--- config.mk ---
export PLATFORM = sky130hd
export DESIGN_NAME = cp0_exc_unit
export DESIGN_NICKNAME = d
export VERILOG_FILES = /design/src/rtl/cp0_exc_unit_pkg.sv /design/src/rtl/cp0_regs.sv /design/src/rtl/cp0_exc_unit.sv
export SDC_FILE = /design/constraint.sdc
export NUM_CORES = 1
export LEC_CHECK = 0
export ABC_AREA = 1
export BUFFER_PORTS_ARGS = -buffer_cell sky130_fd_sc_hd__buf_2
export CORE_MARGIN = 2
export CORE_UTILIZATION = 49
export DETAILED_ROUTE_END_ITERATION = 10
export PLACE_DENSITY_LB_ADDON = 0.15
export SYNTH_ARGS = -nofsm -noshare
export SYNTH_HDL_FRONTEND = slang
export SYNTH_HIERARCHICAL = 1
export SYNTH_SLANG_ARGS = --single-unit
--- constraint.sdc ---
create_clock -name clk -period 2.7 [get_ports clk]
set_input_delay 0.54 -clock clk [delete_from_list [all_inputs] [get_ports clk]]
set_output_delay 0.54 -clock clk [all_outputs]
set_load 0.05 [all_outputs]
--- src/rtl/cp0_exc_unit_pkg.sv ---
// CP0 exception unit shared definitions: exception codes, CP0 indices,
// register bit positions, write masks and FSM state type.
package cp0_exc_unit_pkg;

  localparam int SIZE_EXCCODE = 4;

  localparam logic [SIZE_EXCCODE:0] EXC_INT     = 5'd0;
  localparam logic [SIZE_EXCCODE:0] EXC_ADEL    = 5'd4;
  localparam logic [SIZE_EXCCODE:0] EXC_ADES    = 5'd5;
  localparam logic [SIZE_EXCCODE:0] EXC_SYSCALL = 5'd8;
  localparam logic [SIZE_EXCCODE:0] EXC_BREAK   = 5'd9;
  localparam logic [SIZE_EXCCODE:0] EXC_RI      = 5'd10;
  localparam logic [SIZE_EXCCODE:0] EXC_OV      = 5'd12;
  // Out-of-band code meaning "no exception on this instruction".
  localparam logic [SIZE_EXCCODE:0] EXC_NOT     = 5'h1f;

  localparam logic [4:0] CP0_STATUS = 5'd12;
  localparam logic [4:0] CP0_CAUSE  = 5'd13;
  localparam logic [4:0] CP0_EPC    = 5'd14;

  localparam int STATUS_IE  = 0;
  localparam int STATUS_EXL = 1;
  localparam int CAUSE_BD   = 31;
  localparam int EXCCODE_LO = 2;
  localparam int EXCCODE_HI = 6;
  localparam int IM_LO      = 8;
  localparam int IM_HI      = 15;
  localparam int IP_LO      = 8;
  localparam int IP_HI      = 15;
  localparam int IP_HW_LO   = 10;

  localparam logic [31:0] STATUS_WMASK = 32'h0000_ff03;
  localparam logic [31:0] CAUSE_WMASK  = 32'h0000_0300;

  typedef enum logic [1:0] {
    ST_IDLE,
    ST_TAKE,
    ST_RET
  } state_t;

  function automatic logic [31:0] epc_target(
    input logic [31:0] pc,
    input logic        in_ds
  );
    return in_ds ? pc - 32'd4 : pc;
  endfunction

endpackage

--- src/rtl/cp0_regs.sv ---
// CP0 Status/Cause/EPC storage with write masks and MFC0 read mux.
// CP0_HW_INT_EN adds hardware interrupt sampling into Cause.IP[15:10].
module cp0_regs
  import cp0_exc_unit_pkg::*;
#(
  parameter logic [31:0] STATUS_RST = 32'h0000_0000
) (
  input  logic                  clk,
  input  logic                  rst,
  input  logic                  exc_take,
  input  logic [SIZE_EXCCODE:0] exc_code,
  input  logic                  exc_bd,
  input  logic [31:0]           exc_epc,
  input  logic                  eret_take,
  input  logic                  mtc0_take,
  input  logic [4:0]            addr,
  input  logic [31:0]           wdata,
`ifdef CP0_HW_INT_EN
  input  logic [5:0]            hw_int,
`endif
  output logic [31:0]           status,
  output logic [31:0]           cause,
  output logic [31:0]           epc,
  output logic [31:0]           rdata,
  output logic                  int_pend
);

  always_ff @(posedge clk) begin
    if (rst) begin
      status <= STATUS_RST;
      cause  <= '0;
      epc    <= '0;
    end else begin
      if (exc_take) begin
        cause[EXCCODE_HI:EXCCODE_LO] <= exc_code;
        status[STATUS_EXL]           <= 1'b1;
        // Nested exceptions keep the original return point.
        if (!status[STATUS_EXL]) begin
          epc             <= exc_epc;
          cause[CAUSE_BD] <= exc_bd;
        end
      end else if (eret_take) begin
        status[STATUS_EXL] <= 1'b0;
      end else if (mtc0_take) begin
        case (addr)
          CP0_STATUS: status <= (status & ~STATUS_WMASK)
                              | (wdata & STATUS_WMASK);
          CP0_CAUSE:  cause  <= (cause & ~CAUSE_WMASK)
                              | (wdata & CAUSE_WMASK);
          CP0_EPC:    epc    <= wdata;
          default:    ;
        endcase
      end
`ifdef CP0_HW_INT_EN
      cause[IP_HI:IP_HW_LO] <= hw_int;
`endif
    end
  end

  always_comb begin
    rdata = '0;
    case (addr)
      CP0_STATUS: rdata = status;
      CP0_CAUSE:  rdata = cause;
      CP0_EPC:    rdata = epc;
      default:    rdata = '0;
    endcase
  end

`ifdef CP0_HW_INT_EN
  assign int_pend = status[STATUS_IE] && !status[STATUS_EXL]
                 && |(cause[IP_HI:IP_LO] & status[IM_HI:IM_LO]);
`else
  assign int_pend = 1'b0;
`endif

endmodule

--- src/rtl/cp0_exc_unit.sv ---
// MEM-stage exception/ERET commit with registered flush and PC redirect.
// CP0_HW_INT_EN enables the hw_int_i interrupt path.
module cp0_exc_unit
  import cp0_exc_unit_pkg::*;
#(
  parameter logic [31:0] EXC_VECTOR = 32'h0000_4180,
  parameter logic [31:0] STATUS_RST = 32'h0000_0000
) (
  input  logic                  clk,
  input  logic                  rst,
  input  logic                  valid_i,
  input  logic [31:0]           pc_i,
  input  logic                  in_delay_slot_i,
  input  logic [SIZE_EXCCODE:0] excode_i,
  input  logic                  eret_i,
  input  logic                  mtc0_we_i,
  input  logic [4:0]            cp0_addr_i,
  input  logic [31:0]           cp0_wdata_i,
  output logic [31:0]           cp0_rdata_o,
  output logic [31:0]           status_o,
  output logic [31:0]           cause_o,
  output logic [31:0]           epc_o,
  output logic                  exc_flush_o,
  output logic                  redirect_valid_o,
  output logic [31:0]           redirect_pc_o
`ifdef CP0_HW_INT_EN
  ,
  input  logic [5:0]            hw_int_i
`endif
);

  state_t                state;
  logic                  accept;
  logic                  int_pend;
  logic                  exc_req;
  logic                  exc_take;
  logic                  eret_take;
  logic                  mtc0_take;
  logic [SIZE_EXCCODE:0] exc_code;

  assign accept    = (state == ST_IDLE) && valid_i;
  assign exc_req   = int_pend || (excode_i != EXC_NOT);
  assign exc_code  = int_pend ? EXC_INT : excode_i;
  assign exc_take  = accept && exc_req;
  assign eret_take = accept && !exc_req && eret_i;
  assign mtc0_take = accept && !exc_req && !eret_i && mtc0_we_i;

  cp0_regs #(
    .STATUS_RST (STATUS_RST)
  ) u_regs (
    .clk       (clk),
    .rst       (rst),
    .exc_take  (exc_take),
    .exc_code  (exc_code),
    .exc_bd    (in_delay_slot_i),
    .exc_epc   (epc_target(pc_i, in_delay_slot_i)),
    .eret_take (eret_take),
    .mtc0_take (mtc0_take),
    .addr      (cp0_addr_i),
    .wdata     (cp0_wdata_i),
`ifdef CP0_HW_INT_EN
    .hw_int    (hw_int_i),
`endif
    .status    (status_o),
    .cause     (cause_o),
    .epc       (epc_o),
    .rdata     (cp0_rdata_o),
    .int_pend  (int_pend)
  );

  always_ff @(posedge clk) begin
    if (rst) begin
      state            <= ST_IDLE;
      exc_flush_o      <= 1'b0;
      redirect_valid_o <= 1'b0;
      redirect_pc_o    <= '0;
    end else begin
      unique case (state)
        ST_IDLE: begin
          if (exc_take) begin
            state            <= ST_TAKE;
            exc_flush_o      <= 1'b1;
            redirect_valid_o <= 1'b1;
            redirect_pc_o    <= EXC_VECTOR;
          end else if (eret_take) begin
            state            <= ST_RET;
            exc_flush_o      <= 1'b1;
            redirect_valid_o <= 1'b1;
            redirect_pc_o    <= epc_o;
          end
        end
        ST_TAKE, ST_RET: begin
          state            <= ST_IDLE;
          exc_flush_o      <= 1'b0;
          redirect_valid_o <= 1'b0;
        end
        default: state <= ST_IDLE;
      endcase
    end
  end

endmodule

After elaboration in Yosys (flattened, before gate mapping)
Cells that the tools add are included.
{ "op_classes": {"add_sub_neg": 1, "eq_ne": 9, "n_mux": 24, "bitwise_logic": 5, "reduce_logical": 27} }
{ "op_table": {"columns": ["cell", "count"], "rows": [
  ["$mux W32", 11],
  ["$pmux W32 S3", 1],
  ["$or A32 B10 Y32", 1],
  ["$or A32 B16 Y32", 1],
  ["$sub A32 B3 Y32 const B", 1],
  ["$reduce_and A4 Y1", 4],
  ["$eq A5 B4 Y1 const B", 3],
  ["$reduce_bool A2 Y1", 5],
  ["$mux W1", 8],
  ["$logic_and A1 B1 Y1", 6],
  ["$reduce_and A2 Y1", 3],
  ["$reduce_bool A3 Y1", 2],
  ["$mux W5", 1],
  ["$ne A5 B5 Y1 const B", 1],
  ["$mux W2", 2],
  ["$ne A2 B2 Y1 const B", 2],
  ["$reduce_or A2 Y1", 2],
  ["$ne A3 B3 Y1 const B", 1],
  ["$not A1 Y1", 3],
  ["$reduce_and A3 Y1", 1],
  ["$reduce_or A3 Y1", 1],
  ["$eq A2 B1 Y1 const B", 1],
  ["$eq A2 B2 Y1 const B", 1],
  ["$logic_not A1 Y1", 2],
  ["other kinds (2)", 2]
]} }
{ "word_totals": {"ff_bits": 131, "input_bits": 80, "output_inout_bits": 162, "wordCells": 76} }

Longest topological paths before layout
{ "depth": {"depth_word": 8, "ltp_mapped": 14, "ltp_nobuf": 14} }

By module
Netlist, hierarchy kept.
{ "by_module_without_submodules": {"columns": ["mod", "n_inst", "cells_per_inst", "area_each_um2", "seq_area_each_um2"], "rows": [
  ["cp0_regs", 1, 520, 3141.8, 1001.0],
  ["cp0_exc_unit", 1, 415, 2419.8, 700.7]
]} }

Worst setup path after synthesis
No wires, ideal clock.
{ "synth_timing": {"kind": "input-to-output", "from": "in cp0_addr_i[0]", "to": "out cp0_rdata_o[10]", "t_arrival_ns": 2.217, "t_required_ns": 2.160, "slack_ns": -0.057, "cell_stages": 6, "n_path_buf": 1, "path_cell_list": "inv_1 > nand3_1 > nor2_1 > inv_1 > clkbuf_1 > o21ai_0"} }
{ "synth_between": {"elab_chain_len": 2, "word_cells_on_any_way": 4, "classes_between": "eq/ne: 3; mux: 1"} }
{ "synth_rtl": {"columns": ["element", "line_no", "rtl"], "rows": [
  ["start: declaration", "cp0_exc_unit.sv:17", "input logic [4:0] cp0_addr_i,"],
  ["$eq A5 B4 Y1", "cp0_regs.sv:62", "case (addr)"],
  ["$pmux W32 S3 (*)", "cp0_regs.sv:62", null],
  ["end: declaration", "cp0_exc_unit.sv:19", "output logic [31:0] cp0_rdata_o,"]
]} }
Every way passes the cells marked *; elsewhere a longest branch is shown, timed or not.

Worst setup path after layout
{ "layout_timing": {"from": "in cp0_addr_i[0]", "to": "out cp0_rdata_o[2]"} }
The elaborated chain is that of the path after synthesis.

==> flow_metrics.env <==
export IMPL_outcome="finished, final reports clean"
export IMPL_drtIter0Drc=518
export IMPL_tightest_slew_ps=657
export IMPL_globalRouteOverflowTotal=0
export IMPL_grt_busiest_layer="met2"
export IMPL_r2r_end="u_regs/epc[17]"
export IMPL_htree_levels=3
export IMPL_endpoint_kind="output port"
export IMPL_seq_area_frac_synth=0.306
export IMPL_grt_use_met2=0.398
export IMPL_fill_cells=1165
export IMPL_startpoint_type="input pin"
export IMPL_first_pass_iters=5
export IMPL_ctsResizeCount=0
export IMPL_swShare=0.378
export IMPL_yosysUniqueCellTypes=32
export IMPL_reg2reg_from="state[1]"
export IMPL_die_w_um=111
export IMPL_die_y_um=111
export IMPL_path_max_fanout=18
export IMPL_whs_ps=459
export IMPL_core_area_mm2=0.0109
export IMPL_cts_sinks=85
export IMPL_hp_class="reg2reg"
export IMPL_cts_root_buffer="clkbuf_16"
export IMPL_rsz0062_at_grt="no"
export IMPL_place_inst=1240
export IMPL_rows=38
export IMPL_grt_max_degree=55
export IMPL_clock_skew_ps=6.60
export IMPL_areaGrowthSynthToFinish_pct=22.0
export IMPL_whs_path_depth=2
export IMPL_clkTransAtPathRegs_ps=60
export IMPL_cts_buffer_depth=2
export IMPL_antenna_found_initial=3
export IMPL_p_leak_nw=3.87
export IMPL_wl_per_cell_um=13.3
export IMPL_required_ps=2160
export IMPL_place_hpwl_um=12800
export IMPL_dieArea_mm2=0.0122
export IMPL_r2r_slack_ps=350
export IMPL_ir_drop_v=0.000408
export IMPL_reg2reg_depth=10
export IMPL_hold_end="state[0]"
export IMPL_met3_usage=0.0582
export IMPL_syn_inst=935
export IMPL_grt_pass1_wl_um=26600
export IMPL_internal_power_mw=2.50
export IMPL_grt_pass1_vias=5286
export IMPL_power_frac_comb=0.304
export IMPL_timing_final_crit_period_ps=2530
export IMPL_max_freq_ghz=0.396
export IMPL_antenna_left=0
export IMPL_io_buffer_count=195
export IMPL_arrival_ps=1990
export IMPL_post_place_ws_ps=180
export IMPL_critPathKind="in2out"
export IMPL_p_switching_mw=1.52
export IMPL_finalWeightedCongestion=0.901
export IMPL_syn_area_mm2=0.00556
export IMPL_layout_drive_gt1_share=0.216
export IMPL_ys_ff_latch=85
export IMPL_p_seq_frac=0.355
export IMPL_grt_use_met1=0.376
export IMPL_start_util=0.509
export IMPL_pwr_share_clk=0.341
export IMPL_power_density_mw_per_mm2=594
export IMPL_wirelength_um=16700
export IMPL_drv_cap=0
export IMPL_final_period_utilization=0.936
export IMPL_syn_area_per_cell_um2=5.95
export IMPL_finalWorstSetupSlack_ps=172
export IMPL_ys_warn_count=6
export IMPL_final_hold_viol_count=0
export IMPL_clock_latency_ps=340
export IMPL_vias_per_cell=4.82
export IMPL_vias=6055
export IMPL_fin_tns_setup_ps=0
export IMPL_post_cts_setup_buffers=0
export IMPL_min_from="state[0]"
export IMPL_finalSetupViolations=0
export IMPL_stdcell_count=1257
export IMPL_final_nets=1193
export IMPL_slew_violations=0
export IMPL_maxSlewHeadroom=0.562
export IMPL_pin_count=242
export IMPL_drcViolationCount=0
export IMPL_hold_buffers=0
export IMPL_cts_inserted_buffers=9
export IMPL_cts_tree="done"
export IMPL_grt_usage=0.263
## layer usage
layer / vias up / part of all wire
li1: 3131 / -
met1: 2663 / 0.47
met2: 234 / 0.44
met3: 23 / 0.080
met4: 4 / 0.016
met5: - / 0.0014
## sequential cells by signal (all words and copies together) (netlist names)
name / count
redirect_valid_o: 1
state: 2
u_regs/status: 10
redirect_pc_o: 32
u_regs/cause: 8
u_regs/epc: 32
## area by class of cell
| type | count | area (um2) | share of cell area |
|---|---|---|---|
| antenna | 1 | 2.50 | 0.000369 |
| clock buffer | 11 | 253 | 0.0373 |
| clock inverter | 5 | 82.6 | 0.0122 |
| inverter | 129 | 484 | 0.0714 |
| multi-input combinational | 678 | 2990 | 0.440 |
| sequential | 85 | 1700 | 0.251 |
| tap | 140 | 175 | 0.0258 |
| timing repair buffer | 208 | 1100 | 0.162 |
## critical path, stage by stage
cell     delay [ps]
buf_2           110
inv_1            50
nand3_1          80
nor2_1          180
inv_1           330
buf_4           270
o21ai_0         140
buf_2           280
## cell families after synthesis
| family | count (synthesis) | synth area share |
|---|---|---|
| flops | 85 | 0.306 |
| xor+xnor | 17 | 0.0268 |
| simple gates | 510 | 0.378 |
| fa+ha+maj | 2 | 0.00450 |
| other cells | 1 | 0.000674 |
| buf+inv | 218 | 0.189 |
| compound gates | 102 | 0.0954 |
## per-stage QoR
step / util / cell area [um2] / power [mW]
final: 0.620 / 6780 / 4.03
after global routing: 0.620 / 6780 / 4.21
after global placement: 0.589 / 6440 / 2.66
after CTS: 0.620 / 6780 / 4.03
after detailed placement: 0.589 / 6440 / 2.67
after floorplan: - / 5730 / 2.42
## cells in the mapped netlist (all sizes together)
cell type	n	area [um2]
nor4	2	12.5
inv	127	477
o211ai	2	15.0
o21ai	33	176
clkinv	2	7.51
buf	75	513
and3	1	6.26
a21oi	64	320
o22ai	3	18.8
nand4	20	125
xnor2	1	8.76
clkbuf	14	52.6
xor2	16	140
ha	2	25.0
nor3	9	56.3
nand3b	1	7.51
nand3	51	260
nor2	159	619
nand2	267	1010
dfxtp	85	1700
conb	1	3.75
## power by group through the flow
| stage | registers, mW | logic [mW] | clock network [mW] |
|---|---|---|---|
| after floorplan | 1.76 | 0.655 | 0 |
| after global placement | 1.45 | 1.21 | 0 |
| after detailed placement | 1.45 | 1.21 | 0 |
| after CTS | 1.43 | 1.22 | 1.39 |
| after global routing | 1.44 | 1.32 | 1.45 |
| final | 1.43 | 1.22 | 1.37 |
## placed cells by master (no fill, tap or decap), types with 2 or more instances in the layout
cell and count:
nand2_2 3, o22ai_1 3, ha_1 2, clkbuf_8 2, nand2_1 263, nor2_1 154
dfxtp_1 85, xor2_1 16, nand3_1 50, a21oi_1 64, buf_12 2, buf_4 11
clkbuf_16 9, inv_1 122, nand4_1 20, o21ai_0 32, nor2_2 3, conb_1 47
inv_2 5, nor4_1 2, bufinv_16 2, nor2_4 2, clkinv_4 2, o211ai_1 2
nor3_1 8, buf_2 195, clkinv_1 2
## how the worst max path moves through the flow
stage	from	to	slack [ps]	cells past startpoint
6_report	cp0_addr_i[0]	cp0_rdata_o[2]	170	8
5_1_grt	cp0_addr_i[0]	cp0_rdata_o[5]	30	8
4_1_cts	cp0_addr_i[0]	cp0_rdata_o[2]	180	8
3_5_place_dp	cp0_addr_i[0]	cp0_rdata_o[2]	180	8
3_3_place_gp	excode_i[2]	u_regs/epc[17]	260	11
2_1_floorplan	cp0_addr_i[0]	cp0_rdata_o[10]	-60	6
Note: power is estimated with default switching activity, not from simulation.
